==> src/rtl/jpeg_dc_pkg.sv <==
// Shared definitions for the JPEG baseline DC Huffman decoder: the DC SIZE
// prefix-code tables for luminance and chrominance, code-length limits and
// the decoder state encoding.
package jpeg_dc_pkg;

    localparam int SIZE_W           = 4;
    localparam int CODE_W           = 11;
    localparam int MAX_CODE_LEN     = 11;
    localparam int LUM_MAX_CODE_LEN = 9;
    localparam int NUM_SIZES        = 12;

    typedef enum logic [1:0] {
        CODE,
        MAG,
        OUT
    } dc_state_e;

    // Right-aligned prefix code for a SIZE category in the selected table.
    function automatic logic [CODE_W-1:0] dcCode(input logic isLum, input logic [SIZE_W-1:0] size);
        logic [CODE_W-1:0] code;
        code = '0;
        if (isLum) begin
            case (size)
                4'd0:    code = 11'b00;
                4'd1:    code = 11'b010;
                4'd2:    code = 11'b011;
                4'd3:    code = 11'b100;
                4'd4:    code = 11'b101;
                4'd5:    code = 11'b110;
                4'd6:    code = 11'b1110;
                4'd7:    code = 11'b11110;
                4'd8:    code = 11'b111110;
                4'd9:    code = 11'b1111110;
                4'd10:   code = 11'b11111110;
                4'd11:   code = 11'b111111110;
                default: code = '0;
            endcase
        end else begin
            case (size)
                4'd0:    code = 11'b00;
                4'd1:    code = 11'b01;
                4'd2:    code = 11'b10;
                4'd3:    code = 11'b110;
                4'd4:    code = 11'b1110;
                4'd5:    code = 11'b11110;
                4'd6:    code = 11'b111110;
                4'd7:    code = 11'b1111110;
                4'd8:    code = 11'b11111110;
                4'd9:    code = 11'b111111110;
                4'd10:   code = 11'b1111111110;
                4'd11:   code = 11'b11111111110;
                default: code = '0;
            endcase
        end
        return code;
    endfunction

    // Length in bits of the prefix code for a SIZE category.
    function automatic logic [SIZE_W-1:0] dcCodeLen(input logic isLum, input logic [SIZE_W-1:0] size);
        logic [SIZE_W-1:0] len;
        len = '0;
        if (isLum) begin
            case (size)
                4'd0:                      len = 4'd2;
                4'd1, 4'd2, 4'd3, 4'd4, 4'd5: len = 4'd3;
                4'd6:                      len = 4'd4;
                4'd7:                      len = 4'd5;
                4'd8:                      len = 4'd6;
                4'd9:                      len = 4'd7;
                4'd10:                     len = 4'd8;
                4'd11:                     len = 4'd9;
                default:                   len = '0;
            endcase
        end else begin
            if (size <= 4'd2) begin
                len = 4'd2;
            end else if (size <= 4'd11) begin
                len = size;
            end else begin
                len = '0;
            end
        end
        return len;
    endfunction

    // Mask selecting the low 'len' bits of a code word.
    function automatic logic [CODE_W-1:0] lenMask(input logic [SIZE_W-1:0] len);
        logic [CODE_W:0] wide;
        wide = ({{CODE_W{1'b0}}, 1'b1} << len) - {{CODE_W{1'b0}}, 1'b1};
        return wide[CODE_W-1:0];
    endfunction

endpackage

==> src/rtl/huff_dc_code_match.sv <==
// Combinational DC SIZE prefix-code matcher. Given the bits collected so far
// (right-aligned) and their count, reports whether they form a complete code
// of the selected table and which SIZE category it encodes.
module huff_dc_code_match
    import jpeg_dc_pkg::*;
(
    input  logic [CODE_W-1:0] code_i,
    input  logic [SIZE_W-1:0] len_i,
    input  logic              is_lum_i,
    output logic              hit_o,
    output logic [SIZE_W-1:0] size_o
);

    // Scan every SIZE entry; the tables are prefix-free so at most one hits.
    always_comb begin
        hit_o  = 1'b0;
        size_o = '0;
        for (int s = 0; s < NUM_SIZES; s++) begin
            if (!hit_o
                && (len_i == dcCodeLen(is_lum_i, SIZE_W'(s)))
                && ((code_i & lenMask(len_i)) == dcCode(is_lum_i, SIZE_W'(s)))) begin
                hit_o  = 1'b1;
                size_o = SIZE_W'(s);
            end
        end
    end

endmodule

==> src/rtl/huffman_dc_dec.sv <==
// Bit-serial JPEG baseline DC decoder. Accepts an MSB-first entropy-coded
// stream one bit per handshake, matches the DC SIZE prefix code, collects
// SIZE magnitude bits and presents the signed DC difference.
// Build option: define DC_PRED_EN to keep per-component DC predictors and
// output the reconstructed DC value instead of the raw difference.
module huffman_dc_dec #(
    parameter int DC_W         = 12,
    parameter int MAX_CODE_LEN = jpeg_dc_pkg::MAX_CODE_LEN
) (
    input  logic            clk,
    input  logic            rst_n,
    input  logic            is_luminance,
    input  logic            bit_valid,
    output logic            bit_ready,
    input  logic            bit_in,
    input  logic            pred_clr,
    output logic            dc_valid,
    input  logic            dc_ready,
    output logic [DC_W-1:0] dc_value,
    output logic [3:0]      dc_size,
    output logic            dc_err
);

    import jpeg_dc_pkg::*;

    dc_state_e           state_q,  state_d;
    logic [CODE_W-2:0]   code_q,   code_d;
    logic [SIZE_W-1:0]   len_q,    len_d;
    logic                lum_q,    lum_d;
    logic [CODE_W-2:0]   mag_q,    mag_d;
    logic [SIZE_W-1:0]   magCnt_q, magCnt_d;
    logic [SIZE_W-1:0]   size_q,   size_d;
    logic [DC_W-1:0]     diff_q,   diff_d;
    logic                err_q,    err_d;

    logic                bitFire;
    logic                resFire;
    logic                tableSel;
    logic [CODE_W-1:0]   codeNext;
    logic [SIZE_W-1:0]   lenNext;
    logic [SIZE_W-1:0]   lenLimit;
    logic                matchHit;
    logic [SIZE_W-1:0]   matchSize;
    logic [CODE_W-1:0]   magNext;
    logic [DC_W-1:0]     magExt;
    logic [DC_W-1:0]     onesMask;
    logic                magMsb;
    logic [DC_W-1:0]     diffValue;

    assign bit_ready = (state_q != OUT);
    assign dc_valid  = (state_q == OUT);
    assign dc_size   = size_q;
    assign dc_err    = err_q;

    assign bitFire = bit_valid && bit_ready;
    assign resFire = dc_valid && dc_ready;

    // The table is captured with the first code bit, so later changes of
    // is_luminance inside the same symbol have no effect.
    assign tableSel = (len_q == '0) ? is_luminance : lum_q;
    assign codeNext = {code_q, bit_in};
    assign lenNext  = len_q + SIZE_W'(1);
    assign lenLimit = tableSel ? SIZE_W'(LUM_MAX_CODE_LEN) : SIZE_W'(MAX_CODE_LEN);

    huff_dc_code_match u_match (
        .code_i   (codeNext),
        .len_i    (lenNext),
        .is_lum_i (tableSel),
        .hit_o    (matchHit),
        .size_o   (matchSize)
    );

    // A magnitude with MSB 0 encodes a negative value: mag - (2^size - 1).
    assign magNext   = {mag_q, bit_in};
    assign magExt    = DC_W'(magNext);
    assign onesMask  = (DC_W'(1) << size_q) - DC_W'(1);
    assign magMsb    = magNext[size_q - SIZE_W'(1)];
    assign diffValue = magMsb ? magExt : (magExt - onesMask);

    // Decoder state machine: prefix match, magnitude collection, result hold.
    always_comb begin
        state_d  = state_q;
        code_d   = code_q;
        len_d    = len_q;
        lum_d    = lum_q;
        mag_d    = mag_q;
        magCnt_d = magCnt_q;
        size_d   = size_q;
        diff_d   = diff_q;
        err_d    = err_q;
        case (state_q)
            CODE: begin
                if (bitFire) begin
                    code_d = codeNext[CODE_W-2:0];
                    len_d  = lenNext;
                    lum_d  = tableSel;
                    if (matchHit) begin
                        size_d = matchSize;
                        err_d  = 1'b0;
                        if (matchSize == '0) begin
                            diff_d  = '0;
                            state_d = OUT;
                        end else begin
                            mag_d    = '0;
                            magCnt_d = matchSize;
                            state_d  = MAG;
                        end
                    end else if (lenNext >= lenLimit) begin
                        size_d  = '0;
                        diff_d  = '0;
                        err_d   = 1'b1;
                        state_d = OUT;
                    end
                end
            end
            MAG: begin
                if (bitFire) begin
                    mag_d    = magNext[CODE_W-2:0];
                    magCnt_d = magCnt_q - SIZE_W'(1);
                    if (magCnt_q == SIZE_W'(1)) begin
                        diff_d  = diffValue;
                        state_d = OUT;
                    end
                end
            end
            OUT: begin
                if (resFire) begin
                    code_d  = '0;
                    len_d   = '0;
                    state_d = CODE;
                end
            end
            default: begin
                state_d = CODE;
            end
        endcase
    end

    // Decoder registers; reset discards any partial symbol immediately.
    always_ff @(posedge clk or negedge rst_n) begin
        if (!rst_n) begin
            state_q  <= CODE;
            code_q   <= '0;
            len_q    <= '0;
            lum_q    <= 1'b0;
            mag_q    <= '0;
            magCnt_q <= '0;
            size_q   <= '0;
            diff_q   <= '0;
            err_q    <= 1'b0;
        end else begin
            state_q  <= state_d;
            code_q   <= code_d;
            len_q    <= len_d;
            lum_q    <= lum_d;
            mag_q    <= mag_d;
            magCnt_q <= magCnt_d;
            size_q   <= size_d;
            diff_q   <= diff_d;
            err_q    <= err_d;
        end
    end

`ifdef DC_PRED_EN
    logic [DC_W-1:0] predLum_q, predLum_d;
    logic [DC_W-1:0] predChr_q, predChr_d;
    logic [DC_W-1:0] predSel;

    assign predSel  = lum_q ? predLum_q : predChr_q;
    assign dc_value = err_q ? '0 : (predSel + diff_q);

    // Predictor update on a good result transfer; a restart clear wins.
    always_comb begin
        predLum_d = predLum_q;
        predChr_d = predChr_q;
        if (pred_clr) begin
            predLum_d = '0;
            predChr_d = '0;
        end else if (resFire && !err_q) begin
            if (lum_q) begin
                predLum_d = predLum_q + diff_q;
            end else begin
                predChr_d = predChr_q + diff_q;
            end
        end
    end

    // Predictor registers.
    always_ff @(posedge clk or negedge rst_n) begin
        if (!rst_n) begin
            predLum_q <= '0;
            predChr_q <= '0;
        end else begin
            predLum_q <= predLum_d;
            predChr_q <= predChr_d;
        end
    end
`else
    logic unusedPredClr;

    assign unusedPredClr = pred_clr;
    assign dc_value      = diff_q;
`endif

endmodule

==> config.mk <==
export PLATFORM = sky130hd
export DESIGN_NAME = huffman_dc_dec
export DESIGN_NICKNAME = d
export VERILOG_FILES = /design/src/rtl/jpeg_dc_pkg.sv /design/src/rtl/huff_dc_code_match.sv /design/src/rtl/huffman_dc_dec.sv
export SDC_FILE = /design/constraint.sdc
export NUM_CORES = 1
export LEC_CHECK = 0
export CAP_MARGIN = 0
export CORE_AREA = 2 2 135 137
export DETAILED_ROUTE_END_ITERATION = 10
export DIE_AREA = 0 0 137 139
export GPL_TIMING_DRIVEN = 0
export PLACE_DENSITY = 0.41
export SYNTH_ARGS = -nofsm -noshare
export SYNTH_HDL_FRONTEND = slang
export SYNTH_SLANG_ARGS = --single-unit
==> constraint.sdc <==
create_clock -name clk -period 5.41 [get_ports clk]
set_input_delay 1.082 -clock clk [delete_from_list [all_inputs] [get_ports clk]]
set_output_delay 1.082 -clock clk [all_outputs]
set_load 0.02 [all_outputs]
# Word-level counts from Yosys, hierarchy flattened
# Index checks and enable logic that the tools add are counted.
# op_classes
add_sub_neg,6
multipliers,0
div_mod_pow,0
order_cmp,2
n_eq_ne,34
n_shift,2
mux,82
bitwise_logic,1
n_reduce_logical,49
# ops
operator,n
$mux W12,7
$mux W10,7
$mux W4,15
$pmux W10 S2,2
$mux W2,15
$logic_and A1 B1 Y1,25
$pmux W12 S2,1
$eq A11 B2 Y1,2
$mux W1,19
$mux W3,6
$eq A4 B3 Y1,4
$eq A4 B4 Y1,4
$pmux W4 S2,2
$ne A2 B2 Y1 const B,6
$shl A1 B4 Y12 const A,1
$sub A11 B12 Y12,1
$sub A12 B2 Y12 const B,1
$and A11 B11 Y11,1
$eq A11 B10 Y1,1
$eq A11 B11 Y1,1
$eq A11 B3 Y1,1
$eq A11 B4 Y1,1
$eq A11 B5 Y1,1
$eq A11 B6 Y1,1
other kinds (33),51
# word_totals
regBits,48
latchBits,0
ram_bits,0
rom_bits,0
input_bits,7
wordCells,185
mem_count,0

# Longest topological paths before layout
# logic_depth
depth_word,56
depth_mapped,20
mapped_depth_nobuf,18

# Modules after synthesis
# From an unflattened synthesis, not the netlist that was laid out.
# unflattened
hier_cells,460
hier_area_um2,4017.6
# modules_own_cells
mod,instances,cells_per_inst,area_per_inst_um2
huffman_dc_dec,1,321,3125.5
huff_dc_code_match,1,139,892.1

# Worst setup path before layout
# No wires, ideal clock.
# synth_timing
path_type,register to register
start,register len_q[0]
end,register mag_q[0]
arrival_ns,4.106
required_time_ns,5.289
path_slack_ns,1.183
path_stages_with_launch,19
path_buffers,3
cell_sequence,dfrtp_1 > ha_1 > buf_2 > nor3_1 > a41o_4 > nand2_1 > ha_1 > clkbuf_1 > nand2_1 > a31o_2 > nand2_1 > o2111a_1 > or4b_1 > or4_1 > nand2_1 > a2111oi_4 > a31o_2 > buf_6 > a22o_1
# synth_between
elab_chain_cells,54
# synth_lines
element,line_no,source
start: declaration,huffman_dc_dec.sv:28,"logic [SIZE_W-1:0] len_q, len_d;"
start signal: assignment,huffman_dc_dec.sv:154,len_q <= len_d;
$add A4 B1 Y4,huffman_dc_dec.sv:62,assign lenNext = len_q + SIZE_W'(1);
$shl A1 B4 Y11,jpeg_dc_pkg.sv:89,"wide = ({{CODE_W{1'b0}}, 1'b1} << len) - {{CODE_W{1'b0}}, 1'b1};"
$sub A11 B1 Y11,jpeg_dc_pkg.sv:89,
$and A11 B11 Y11,huff_dc_code_match.sv:21,"&& ((code_i & lenMask(len_i)) == dcCode(is_lum_i, SIZE_W'(s)))) begin"
$logic_not A11 Y1,huff_dc_code_match.sv:21,
$logic_and A1 B1 Y1,huff_dc_code_match.sv:21,
$mux W1,huff_dc_code_match.sv:19,if (!hit_o
$logic_not A1 Y1,huff_dc_code_match.sv:19,
(+38 left out),n/a,
$mux W1,huff_dc_code_match.sv:19,
$logic_not A1 Y1,huff_dc_code_match.sv:19,
$logic_and A1 B1 Y1,huff_dc_code_match.sv:20,"&& (len_i == dcCodeLen(is_lum_i, SIZE_W'(s)))"
$logic_and A1 B1 Y1,huff_dc_code_match.sv:21,
$mux W4,huff_dc_code_match.sv:19,
$logic_not A4 Y1,huffman_dc_dec.sv:100,if (matchSize == '0) begin
$ne A2 B2 Y1 (no source line),n/a,
$reduce_and A5 Y1 (no source line) (*),n/a,
end signal: assignment,huffman_dc_dec.sv:156,mag_q <= mag_d;
end: declaration,huffman_dc_dec.sv:30,"logic [CODE_W-2:0] mag_q, mag_d;"
# Every way passes the cells marked *; elsewhere a longest branch is shown, timed or not.
# A chain may end at the register's enable or synchronous reset.

# Worst setup path after layout
# layout_timing
start,register len_q[0]
end,"register diff_q[7], in the netlist dc_value[7]"
# layout_between
elab_chain_cells,54
# layout_lines
element,line_no,source
$add A4 B1 Y4,huffman_dc_dec.sv:62,
$shl A1 B4 Y11,jpeg_dc_pkg.sv:89,
$sub A11 B1 Y11,jpeg_dc_pkg.sv:89,
$and A11 B11 Y11,huff_dc_code_match.sv:21,
$logic_not A11 Y1,huff_dc_code_match.sv:21,
$logic_and A1 B1 Y1,huff_dc_code_match.sv:21,
$mux W1,huff_dc_code_match.sv:19,
$logic_not A1 Y1,huff_dc_code_match.sv:19,
(+38 left out),n/a,
$mux W1,huff_dc_code_match.sv:19,
$logic_not A1 Y1,huff_dc_code_match.sv:19,
$logic_and A1 B1 Y1,huff_dc_code_match.sv:20,
$logic_and A1 B1 Y1,huff_dc_code_match.sv:21,
$mux W4 / $mux W1 (equally long branches),huff_dc_code_match.sv:19,
$logic_not A4 Y1 / $mux W12 (equally long branches),"huffman_dc_dec.sv:100, huffman_dc_dec.sv:97",
$ne A3 B3 Y1 (no source line) / $mux W12 (equally long branches),n/a,
$reduce_and A6 Y1 (no source line) / $pmux W12 S2 (equally long branches),n/a,
end signal: assignment,huffman_dc_dec.sv:159,diff_q <= diff_d;
end: declaration,huffman_dc_dec.sv:33,"logic [DC_W-1:0] diff_q, diff_d;"
# Parallel ways exist; a longest one is shown, timed or not. The select of a mux whose other input is x is not followed.

==> summary.txt <==
Setup path
  • Cell family with most CP delay: simple AND/OR/NAND/NOR gates
  • WP data required: 5.61 ns
  • CP arrival: 5.17 ns
  • CP Max Fanout: 10
  • Nature of the critical path endpoint: register
  • Crit path max-delay cell type: or4b_1
  • Crit path kind: reg -> reg
  • Reg2reg start: len_q[0]$_DFFE_PN0P_
  • Reg2reg end: dc_value[7]$_DFFE_PN0P_
  • Cells on worst reg2reg path: 17
  • CP Launch Type: register
  • R2r setup slk: 0.44 ns
  • Critical path's largest stage delay: 0.59 ns
  • Worst setup path startpoint: len_q[0]$_DFFE_PN0P_
  • Most frequent CP cell: nand2_1
  • CP Buf/Inv Count: 3
  • Cell Chain, Critical Path: clkbuf_2 -> inv_1 -> ha_1 -> nand2_1 -> ha_1 -> nand2_1 -> a31oi_1 -> o21ai_0 -> o2111a_1 -> or4b_1 -> or4_1 -> nand2_1 -> o31ai_1 -> and4_4 -> buf_2 -> o211ai_1 -> nand2_1

Status
  • Status: finished clean

Place
  • Placed Cells: 768
  • IO Port Bufs: 24
  • DP HPWL: 10600 microns
  • GP Congestion: 0.899

Synth
  • Ys Warns: 0
  • Cells after Synth: 514
  • Synthesis-stage register bit count: 48
  • Synth Cell Area: 4340 sq um
  • Synth Net Count: 557
  • Post-synth EDFFs: 0
  • Yosys cell types: 78
  • Most used flip-flop cell after synthesis: dfrtp_1
  • Async set or reset register ratio after synthesis: 1.00
  • Syn avg cell area: 8.45 sq um
  • Register area share after synthesis: 0.276

Clock tree
  • Clock root cell: clkbuf_16
  • Hold-fix buffer count after cts: 0
  • H-tree lvl count: 2
  • Num CTS Buffers: 5
  • Clk slew on worst S/H paths: 0.08 ns
  • CTS max path bufs: 2
  • Clock latency on the worst-skew pair: 0.31 ns
  • CTS Sinks: 48
  • CTS tree: built

Hold path
  • Worst Min Path Start: lum_q$_DFFE_PN0P_
  • Hold Crit Class: reg -> reg
  • Worst hold endpoint: lum_q$_DFFE_PN0P_
  • Min-Delay Path Depth: 2

Timing
  • Min Tclk post-route: 4.97 ns
  • Final hold vios: 0
  • Final setup vio count: 0
  • Final period util: 0.919
  • Worst slew pin tran: 0.714 ns
  • Setup_tns: 0 ns
  • Slew margin rel.: 0.521
  • Clk_skew: 0.0131 ns
  • RSZ-0062 raised after global routing: false
  • Slew Limit Fails: 0
  • FMAX: 0.201 GHz

GRT
  • Vias in the first global route: 4051
  • Pin count of the biggest net entering global routing: 32
  • Remaining Overflow, GRT: 0
  • All-Layer GR Usage: 0.152
  • First-pass GRT wire length: 22600 microns
  • Initial antenna violation count: 0

Layout
  • Area growth syn-to-layout: 16.9%
  • Fraction of layout cells with a size suffix above 1: 0.0842
  • Commonest cells after routing, fill and taps aside: nand2_1, dfrtp_1, nor2_1
  • Fin util: 0.288
  • Fin nets: 588
  • Diode count: 0
  • Commonest non-fill, non-tap cell in the layout: nand2_1
  • Final Non-Filler Cells: 775
  • Fill count: 1896

Drt
  • Via/cell ratio: 5.15
  • Iter 0 DRT Violations: 265
  • Drt drc: 0
  • Routed via count: 3991
  • Post-Route WL: 13900 microns
  • Pre-antenna DRT Iters: 4
  • Routed WL per cell: 17.9 microns
  • ANT nets after route: 0

Floorplan
  • Core area: 17700 sq um
  • Die Height: 139 microns
  • Die area: 19000 sq um
  • Initial Util: 0.246
  • Num rows: 49
  • Die X: 137 microns
  • IO Count: 26

Flow run
  • Max_cap viols: 0

Pwr
  • PD cells: 663 nW/um^2
  • LEAKAGE: 2.10 nW
  • Max IR drop VDD: 0.271 mV
per-layer routing:
metal | up-vias | GRT usage | routed length, microns
met5 | - | 0 | 0
met4 | 0 | 0.0402 | 225
met3 | 16 | 0.0230 | 591
met2 | 82 | 0.260 | 7020
met1 | 1946 | 0.198 | 6040
li1 | 1947 | - | -
what timing repair did:
item	CTS	global route
endpoints found under the hold margin	0	0
endpoints found under the setup margin	0	32
buffers inserted	0	0
resized for setup	0	2
registers in the layout, summed over array words and instances, names as in the netlist:
register and count:
dc_value 12, code_q 10, mag_q 10, dc_size 4
len_q 4, magCnt_q 4, state_q 2, dc_err 1
lum_q 1
how the worst max path moves through the flow:
stage / endpoint / slack, ns / depth (start not counted)
after floorplan: mag_q[0]$_DFFE_PN0P_ / 1.18 / 18
after global placement: dc_value[7]$_DFFE_PN0P_ / 0.07 / 18
after detailed placement: dc_value[8]$_DFFE_PN0P_ / 0.05 / 18
after CTS: dc_value[8]$_DFFE_PN0P_ / 0.03 / 18
after global routing: dc_value[8]$_DFFE_PN0P_ / 0.12 / 17
final: dc_value[7]$_DFFE_PN0P_ / 0.44 / 17
tightest hold or removal path, stage by stage (launching register included):
cell	delay [ns]
dfrtp_1	0.37
nand2_1	0.05
o21ai_0	0.06
metrics by stage:
stage	cell area [sq um]	hold WS (ns)	setup WS (ns)	power, mW
3_3_place_gp	4870	0.490	0.0659	2.94
6_report	5080	0.511	0.437	3.37
4_1_cts	5080	0.518	0.0290	3.40
3_5_place_dp	4890	0.500	0.0522	2.95
5_1_grt	5080	0.547	0.124	3.68
2_1_floorplan	4340	0.464	1.18	2.30
synthesized netlist by cell type (4+ instances only):
master     count  share of area
o21ai_0       21          0.024
xnor2_1       16          0.032
nand2b_1       7          0.010
ha_1          35           0.10
dfrtp_1       48           0.28
buf_2          7         0.0081
nor4_1         7          0.010
nor2_1        45          0.039
nor2b_1        6         0.0086
o211ai_1      13          0.022
mux2i_1       12          0.028
o2bb2ai_1      5          0.010
inv_1         21          0.018
clkbuf_1      14          0.012
nand2_1       63          0.054
a21oi_1       38          0.044
nand3_1       13          0.015
mux2_2         5          0.013
a22oi_1        4         0.0069
o21bai_1       7          0.012
a22o_1        20          0.040
o21a_1         5         0.0086
nor3_1        10          0.012
buf_6          5          0.013
area by class of cell:
class / count / area (sq um) / share of cell area
Tap cell: 229 / 287 / 0.0564
Buffer: 27 / 149 / 0.0293
Inverter: 22 / 82.6 / 0.0163
Sequential cell: 48 / 1200 / 0.237
Timing Repair Buffer: 25 / 255 / 0.0503
Clock inverter: 3 / 68.8 / 0.0136
Multi-Input combinational cell: 416 / 2910 / 0.573
Clock buffer: 5 / 125 / 0.0246
kinds of logic (layout without fill, tap and decap cells):
| kind of cell | after synthesis | after routing | share of synthesized area |
|---|---|---|---|
| flip-flops | 48 | 48 | 0.276 |
| multiplexers | 19 | 19 | 0.0510 |
| AND/OR/NAND/NOR | 186 | 186 | 0.213 |
| adder cells (fa/ha/maj) | 36 | 36 | 0.105 |
| AO/OA/AOI/OAI | 156 | 156 | 0.262 |
| buffers and inverters | 50 | 82 | 0.0539 |
| XOR/XNOR | 19 | 19 | 0.0383 |
power by group:
part	total [mW]	internal [mW]	switching, mW
sequential	0.606	0.476	0.130
combinational	2.33	0.955	1.38
clock	0.431	0.267	0.164
(Power assumes the default switching activity.)
